$ cat src/rtl/tx_arbiter_if.sv
// Handshake bundle between the requesters/TX driver side and the TX arbiter.
// Signal names keep their i_/o_ prefixes as seen from the arbiter.
interface tx_arbiter_if #(
  parameter int NBITS  = 8,
  parameter int NREQ   = 4,
  parameter int NBYTES = 4
);
  logic [NREQ-1:0]              i_req;
  logic [NREQ*NBYTES*NBITS-1:0] i_data;
  logic [NREQ-1:0]              o_grant;
  logic [NREQ-1:0]              o_ack;
  logic                         o_busy;
  logic                         o_tx_start;
  logic [NBITS-1:0]             o_tx_data;
  logic                         i_tx_done;

  modport master (
    output i_req, i_data, i_tx_done,
    input  o_grant, o_ack, o_busy, o_tx_start, o_tx_data
  );

  modport slave (
    input  i_req, i_data, i_tx_done,
    output o_grant, o_ack, o_busy, o_tx_start, o_tx_data
  );
endinterface

$ cat src/rtl/tx_arbiter.sv
// Round-robin arbiter that lets NREQ requesters share one UART TX, sending
// each granted word LSB byte first and acking the owner when it is done.
//
// state | meaning
// IDLE  | no owner; arbitrate on any pending request
// START | one-cycle tx start pulse with the current byte
// WAIT  | byte in flight; wait for the TX end-of-frame pulse
// ACK   | one-cycle ack to owner; owner becomes round-robin "last"
module tx_arbiter #(
  parameter int NBITS  = 8,
  parameter int NREQ   = 4,
  parameter int NBYTES = 4
) (
  input  logic        clk,
  input  logic        rst,
  tx_arbiter_if.slave bus
);
  localparam int WORDW = NBYTES * NBITS;
  localparam int IW    = (NBYTES > 1) ? $clog2(NBYTES) : 1;
  localparam int LW    = (NREQ > 1) ? $clog2(NREQ) : 1;
  localparam logic [IW-1:0] LAST_BYTE = IW'(NBYTES - 1);
  localparam logic [LW-1:0] LAST_REQ  = LW'(NREQ - 1);

  typedef enum logic [1:0] {IDLE, START, WAIT, ACK} state_t;

  state_t            state_q, state_d;
  logic [NREQ-1:0]   grant_q, grant_d;
  logic [NREQ-1:0]   ack_q, ack_d;
  logic              busy_q, busy_d;
  logic              start_q, start_d;
  logic [NBITS-1:0]  data_q, data_d;
  logic [IW-1:0]     idx_q, idx_d, idx_next;
  logic [LW-1:0]     own_q, own_d;
  logic [LW-1:0]     last_q, last_d;
  logic [WORDW-1:0]  word_q, word_d, pick_word;

  logic              pick_found;
  logic [LW-1:0]     pick_idx;
  logic [NREQ-1:0]   pick_onehot;

  // First pending requester after the previous owner, wrapping around.
  always_comb begin
    int cand;
    pick_found  = 1'b0;
    pick_idx    = '0;
    pick_onehot = '0;
    cand        = 0;
    for (int k = 1; k <= NREQ; k++) begin
      cand = (int'(last_q) + k) % NREQ;
      if (!pick_found && bus.i_req[LW'(cand)]) begin
        pick_found = 1'b1;
        pick_idx   = LW'(cand);
      end
    end
    for (int k = 0; k < NREQ; k++) begin
      pick_onehot[k] = (pick_idx == LW'(k));
    end
  end

  assign pick_word = bus.i_data[pick_idx*WORDW +: WORDW];
  assign idx_next  = idx_q + IW'(1);

  always_comb begin
    state_d = state_q;
    grant_d = grant_q;
    ack_d   = '0;
    start_d = 1'b0;
    data_d  = data_q;
    idx_d   = idx_q;
    own_d   = own_q;
    last_d  = last_q;
    word_d  = word_q;
    case (state_q)
      IDLE: begin
        if (pick_found) begin
          state_d = START;
          grant_d = pick_onehot;
          own_d   = pick_idx;
          word_d  = pick_word;
          idx_d   = '0;
          start_d = 1'b1;
          data_d  = pick_word[NBITS-1:0];
        end
      end
      START: state_d = WAIT;
      WAIT: begin
        if (bus.i_tx_done) begin
          if (idx_q == LAST_BYTE) begin
            state_d = ACK;
            ack_d   = grant_q;
          end else begin
            state_d = START;
            idx_d   = idx_next;
            start_d = 1'b1;
            data_d  = word_q[idx_next*NBITS +: NBITS];
          end
        end
      end
      ACK: begin
        state_d = IDLE;
        last_d  = own_q;
        grant_d = '0;
        idx_d   = '0;
      end
      default: state_d = IDLE;
    endcase
    busy_d = (state_d != IDLE);
  end

  always_ff @(posedge clk or negedge rst) begin
    if (!rst) begin
      state_q <= IDLE;
      grant_q <= '0;
      ack_q   <= '0;
      busy_q  <= 1'b0;
      start_q <= 1'b0;
      data_q  <= '0;
      idx_q   <= '0;
      own_q   <= '0;
      last_q  <= LAST_REQ;
      word_q  <= '0;
    end else begin
      state_q <= state_d;
      grant_q <= grant_d;
      ack_q   <= ack_d;
      busy_q  <= busy_d;
      start_q <= start_d;
      data_q  <= data_d;
      idx_q   <= idx_d;
      own_q   <= own_d;
      last_q  <= last_d;
      word_q  <= word_d;
    end
  end

  assign bus.o_grant    = grant_q;
  assign bus.o_ack      = ack_q;
  assign bus.o_busy     = busy_q;
  assign bus.o_tx_start = start_q;
  assign bus.o_tx_data  = data_q;
endmodule
$ cat src/flat_wrapper.sv
// flat-port wrapper written by rule: the top's interface ports become plain ports
module tx_arbiter_flat 
#(
  parameter int NBITS  = 8,
  parameter int NREQ   = 4,
  parameter int NBYTES = 4
)
  (clk, rst, bus_i_req, bus_i_data, bus_i_tx_done, bus_o_grant, bus_o_ack, bus_o_busy, bus_o_tx_start, bus_o_tx_data);
  tx_arbiter_if #(.NBITS(NBITS), .NREQ(NREQ), .NBYTES(NBYTES)) bus_i ();
  input  logic clk;
  input  logic rst;
  input wire logic [$bits(bus_i.i_req)-1:0] bus_i_req;
  input wire logic [$bits(bus_i.i_data)-1:0] bus_i_data;
  input wire logic [$bits(bus_i.i_tx_done)-1:0] bus_i_tx_done;
  output wire logic [$bits(bus_i.o_grant)-1:0] bus_o_grant;
  output wire logic [$bits(bus_i.o_ack)-1:0] bus_o_ack;
  output wire logic [$bits(bus_i.o_busy)-1:0] bus_o_busy;
  output wire logic [$bits(bus_i.o_tx_start)-1:0] bus_o_tx_start;
  output wire logic [$bits(bus_i.o_tx_data)-1:0] bus_o_tx_data;
  assign bus_i.i_req = bus_i_req;
  assign bus_i.i_data = bus_i_data;
  assign bus_i.i_tx_done = bus_i_tx_done;
  assign bus_o_grant = bus_i.o_grant;
  assign bus_o_ack = bus_i.o_ack;
  assign bus_o_busy = bus_i.o_busy;
  assign bus_o_tx_start = bus_i.o_tx_start;
  assign bus_o_tx_data = bus_i.o_tx_data;
  tx_arbiter #(.NBITS(NBITS), .NREQ(NREQ), .NBYTES(NBYTES)) u_core (.clk(clk), .rst(rst), .bus(bus_i));
endmodule
$ cat config.mk
export PLATFORM = sky130hd
export DESIGN_NAME = tx_arbiter_flat
export DESIGN_NICKNAME = d
export VERILOG_FILES = /design/src/rtl/tx_arbiter_if.sv /design/src/rtl/tx_arbiter.sv /design/src/flat_wrapper.sv
export SDC_FILE = /design/constraint.sdc
export NUM_CORES = 1
export LEC_CHECK = 0
export CORE_MARGIN = 5
export CORE_UTILIZATION = 40
export DETAILED_ROUTE_END_ITERATION = 16
export GPL_TIMING_DRIVEN = 0
export MAX_ROUTING_LAYER = met4
export PLACE_DENSITY_LB_ADDON = 0.05
export SYNTH_ARGS = -nofsm -noshare
export SYNTH_HDL_FRONTEND = slang
export SYNTH_SLANG_ARGS = --single-unit
export TNS_END_PERCENT = 50
$ cat constraint.sdc
create_clock -name clk -period 1.9 [get_ports clk]
set_input_delay 0.38 -clock clk [delete_from_list [all_inputs] [get_ports clk]]
set_output_delay 0.38 -clock clk [all_outputs]
set_load 0.05 [all_outputs]
==> impl_metrics.py <==
metrics = {
    "power": {
        "p_leak_nw": 2.536,
        "power_density_nw_per_um2": 1401,
        "ir_drop_uv": 681.9,
    },
    "critical_path": {
        "cp_max_fo": 8,
        "critPathBufInv": 2,
        "cp_slowest_cell": "dfstp_2",
        "critPathTopFamily": "flip-flops",
        "crit_chain": "nand2b_4 > a21bo_4 > and3_4 > buf_12 > clkbuf_16 > mux2i_4 > o221ai_1",
        "arrival_ns": 2.10,
        "cp.required_ns": 2.11,
        "start_kind": "register",
        "cpPeakStageDelay_ns": 0.55,
        "endpoint_kind": "register",
        "rrSetupSlack_ns": 0.009,
        "reg2reg_from": "u_core.last_q[0]",
        "crit_start": "u_core.last_q[0]",
        "criticalPathCategory": "reg -> reg",
    },
    "logic_synthesis": {
        "synth_cell_types": 38,
        "ys_top_cells_by_area": "dfrtp_1, mux2i_1, and4_1, mux4_2, o211ai_1",
        "yosysWarningCount": 0,
        "synth_top_cell_by_area": "dfrtp_1",
        "yosysSeqAreaShare": 0.3863,
        "synth_edf_count": 0,
        "async_flop_share": 1.000,
        "synth_ff_type": "dfrtp_1",
        "yosysTopAreaCellShare": 0.3723,
        "syn_nets": 535,
        "syn-cell-area_um2": 3764,
        "synth_seq_cells": 58,
        "synth_cells": 399,
        "synth_area_per_cell_um2": 9.433,
    },
    "routing": {
        "route.antenna.remaining_nets": 0,
        "drc": 0,
        "drt-total-wl_mm": 12.67,
        "wl_per_cell_um": 18.53,
        "drtPass1Iterations": 4,
        "first_iter_violations": 222,
        "vias": 3810,
        "vias_per_cell": 5.570,
    },
    "sta": {
        "clock_skew_ns": 0.007835,
        "setup_viol": 0,
        "finalCriticalPeriod_ns": 1.891,
        "max_freq_ghz": 0.5289,
        "post-route-period-util": 0.9950,
        "rsz0062_at_grt": "true",
        "fin_ws_ns": 0.009422,
        "slew_viol_final": 0,
        "final-hold-violation-count": 0,
        "max_slew_margin": 0.5224,
        "worstMarginPinSlew_ns": 0.7149,
    },
    "placement": {
        "pre_cts_ws_ns": -0.9501,
        "portBuffers": 152,
        "dp.cells": 663,
        "dpl_cell_area_um2": 5439,
        "gp_congestion": 0.8783,
        "dp_hpwl_mm": 9.884,
    },
    "cells_and_area": {
        "stdcell_count": 684,
        "final_common_cell": "clkdlybuf4s50_1",
        "final_cell_mix": "clkdlybuf4s50_1, dfrtp_1, nand2_1, o21ai_1, inv_1",
        "num-fill-cells": 773,
        "fin_nets": 704,
        "synthToLayoutAreaGrowth_pct": 62.07,
        "finish.instance_area_um2": 6100,
        "drive_above_1_share": 0.1763,
        "postLayoutCoreUtil": 0.6633,
        "diodes": 0,
    },
    "floorplanning": {
        "die_y_um": 107,
        "fp.dieArea_um2": 11450,
        "io_pins": 153,
        "core_area_um2": 9196,
        "fp.dieW_um": 107,
        "num_rows": 35,
        "start_util": 0.4093,
    },
    "outcome": {
        "outcome": "completed",
    },
    "cts": {
        "clock_latency_ns": 0.34,
        "cts-buffers-inserted": 9,
        "cts-root-buf": "clkbuf_8",
        "clockBufferDepth": 2,
        "cts_tree": "built",
        "h-tree-depth": 3,
        "clkSinkCount": 58,
        "clk_pin_slew_worst_paths_ns": 0.07,
        "cts_hold_buf": 0,
    },
    "hold_path": {
        "min_path_type": "in -> async",
    },
    "grt": {
        "grt.total_usage": 0.2240,
        "grt_overflow": 0,
        "grt_pass1_wl_mm": 19.59,
        "grt_pass1_vias": 3805,
        "antenna_found_initial": 0,
        "grt_max_degree": 38,
    },
    "flow_run": {
        "drv_cap": 0,
    },
}
[flip-flops by register name, indices dropped and copies added (netlist names)]
register and cells:
u_core.bus.o_busy 1, u_core.bus.o_tx_data 8, u_core.own_q 2, u_core.last_q 2, u_core.state_q 2, u_core.bus.o_grant 4
u_core.idx_q 2, u_core.bus.o_tx_start 1, u_core.bus.o_ack 4, u_core.word_q 32
[metrics by stage]
step / total power [mW] / setup TNS [ns] / hold WS (ns)
final: 8.543 / 0 / 0.01049
after CTS: 8.077 / -0.06885 / 0.02272
after global placement: 6.562 / -109.82 / 0.4557
after floorplan: 5.208 / 0 / 0.08441
after detailed placement: 6.634 / -34.54 / 0.3797
after global routing: 9.048 / -0.3836 / 0.05999
[area by class of cell]
class / instances / area, µm² / area share
sequential: 58 / 1455 / 0.2386
timing repair buffer: 159 / 1589 / 0.2605
clock buffer: 15 / 196.4 / 0.03221
inverter: 26 / 97.59 / 0.01600
multi-input combinational: 277 / 2357 / 0.3865
clock inverter: 1 / 5.005 / 0.0008205
buffer: 37 / 260.3 / 0.04267
tap: 111 / 138.9 / 0.02277
[worst register-to-register path, stage by stage (launching register included)]
cell,delay [ns]
dfstp_2,0.55
nand2b_4,0.13
a21bo_4,0.17
and3_4,0.20
buf_12,0.15
clkbuf_16,0.18
mux2i_4,0.25
o221ai_1,0.14
[power by group]
group          internal (mW)  leakage (nW)  switching (mW)
Sequential              1.81         0.723           0.420
Combinational           2.47          1.71            2.71
Clock                  0.651         0.106           0.483
Total                   4.93          2.54            3.61
[what timing repair did]
item / 4_1_cts / 5_1_grt
setup endpoints to repair: 57 / 42
buffers inserted: 2 / 2
pin swaps: 3 / 4
gates resized for setup: 69 / 49
gates cloned: 0 / 2
[path summary, 6_finish.rpt]
kind | to | depth (start not counted)
min in group clk | u_core.own_q[0] | 1
max in group asynchronous | u_core.last_q[1] | 2
worst max register to register | u_core.bus.o_tx_data[2] | 7
worst min register to register | u_core.own_q[0] | 1
worst min-delay path | u_core.bus.o_ack[2] | 1
worst max-delay path | u_core.bus.o_tx_data[2] | 7
[cells by family (layout without fill, tap and decap cells)]
| family | count (synthesis) | after routing | share of synthesized area |
|---|---|---|---|
| AOI/OAI and AO/OA | 126 | 126 | 0.2294 |
| and+or+nand+nor | 98 | 98 | 0.1453 |
| buffers and inverters | 64 | 238 | 0.07048 |
| DFF | 58 | 58 | 0.3863 |
| muxes | 51 | 51 | 0.1629 |
| adders and majority gates | 1 | 1 | 0.003324 |
| xor gates and xnor gates | 1 | 1 | 0.002328 |
[cell usage after synthesis, types with 9 or more instances]
master    instances
dfrtp_1          56
nand2_1          44
mux2i_1          41
o21ai_1          29
inv_1            26
a31oi_1          25
and4_1           24
o211ai_1         24
clkbuf_1         22
o221ai_1         16
buf_2            14
a22oi_1          10
nor2_1            9
[routing by layer]
metal | vias to the layer above | track usage | share of wire
li1 | 1856 | - | -
met3 | 14 | 0.03913 | 0.058
met2 | 140 | 0.3669 | 0.50
met1 | 1800 | 0.2884 | 0.43
met5 | - | - | 0
met4 | 0 | 0.06027 | 0.013
Power figures use the tool's default switching activity.
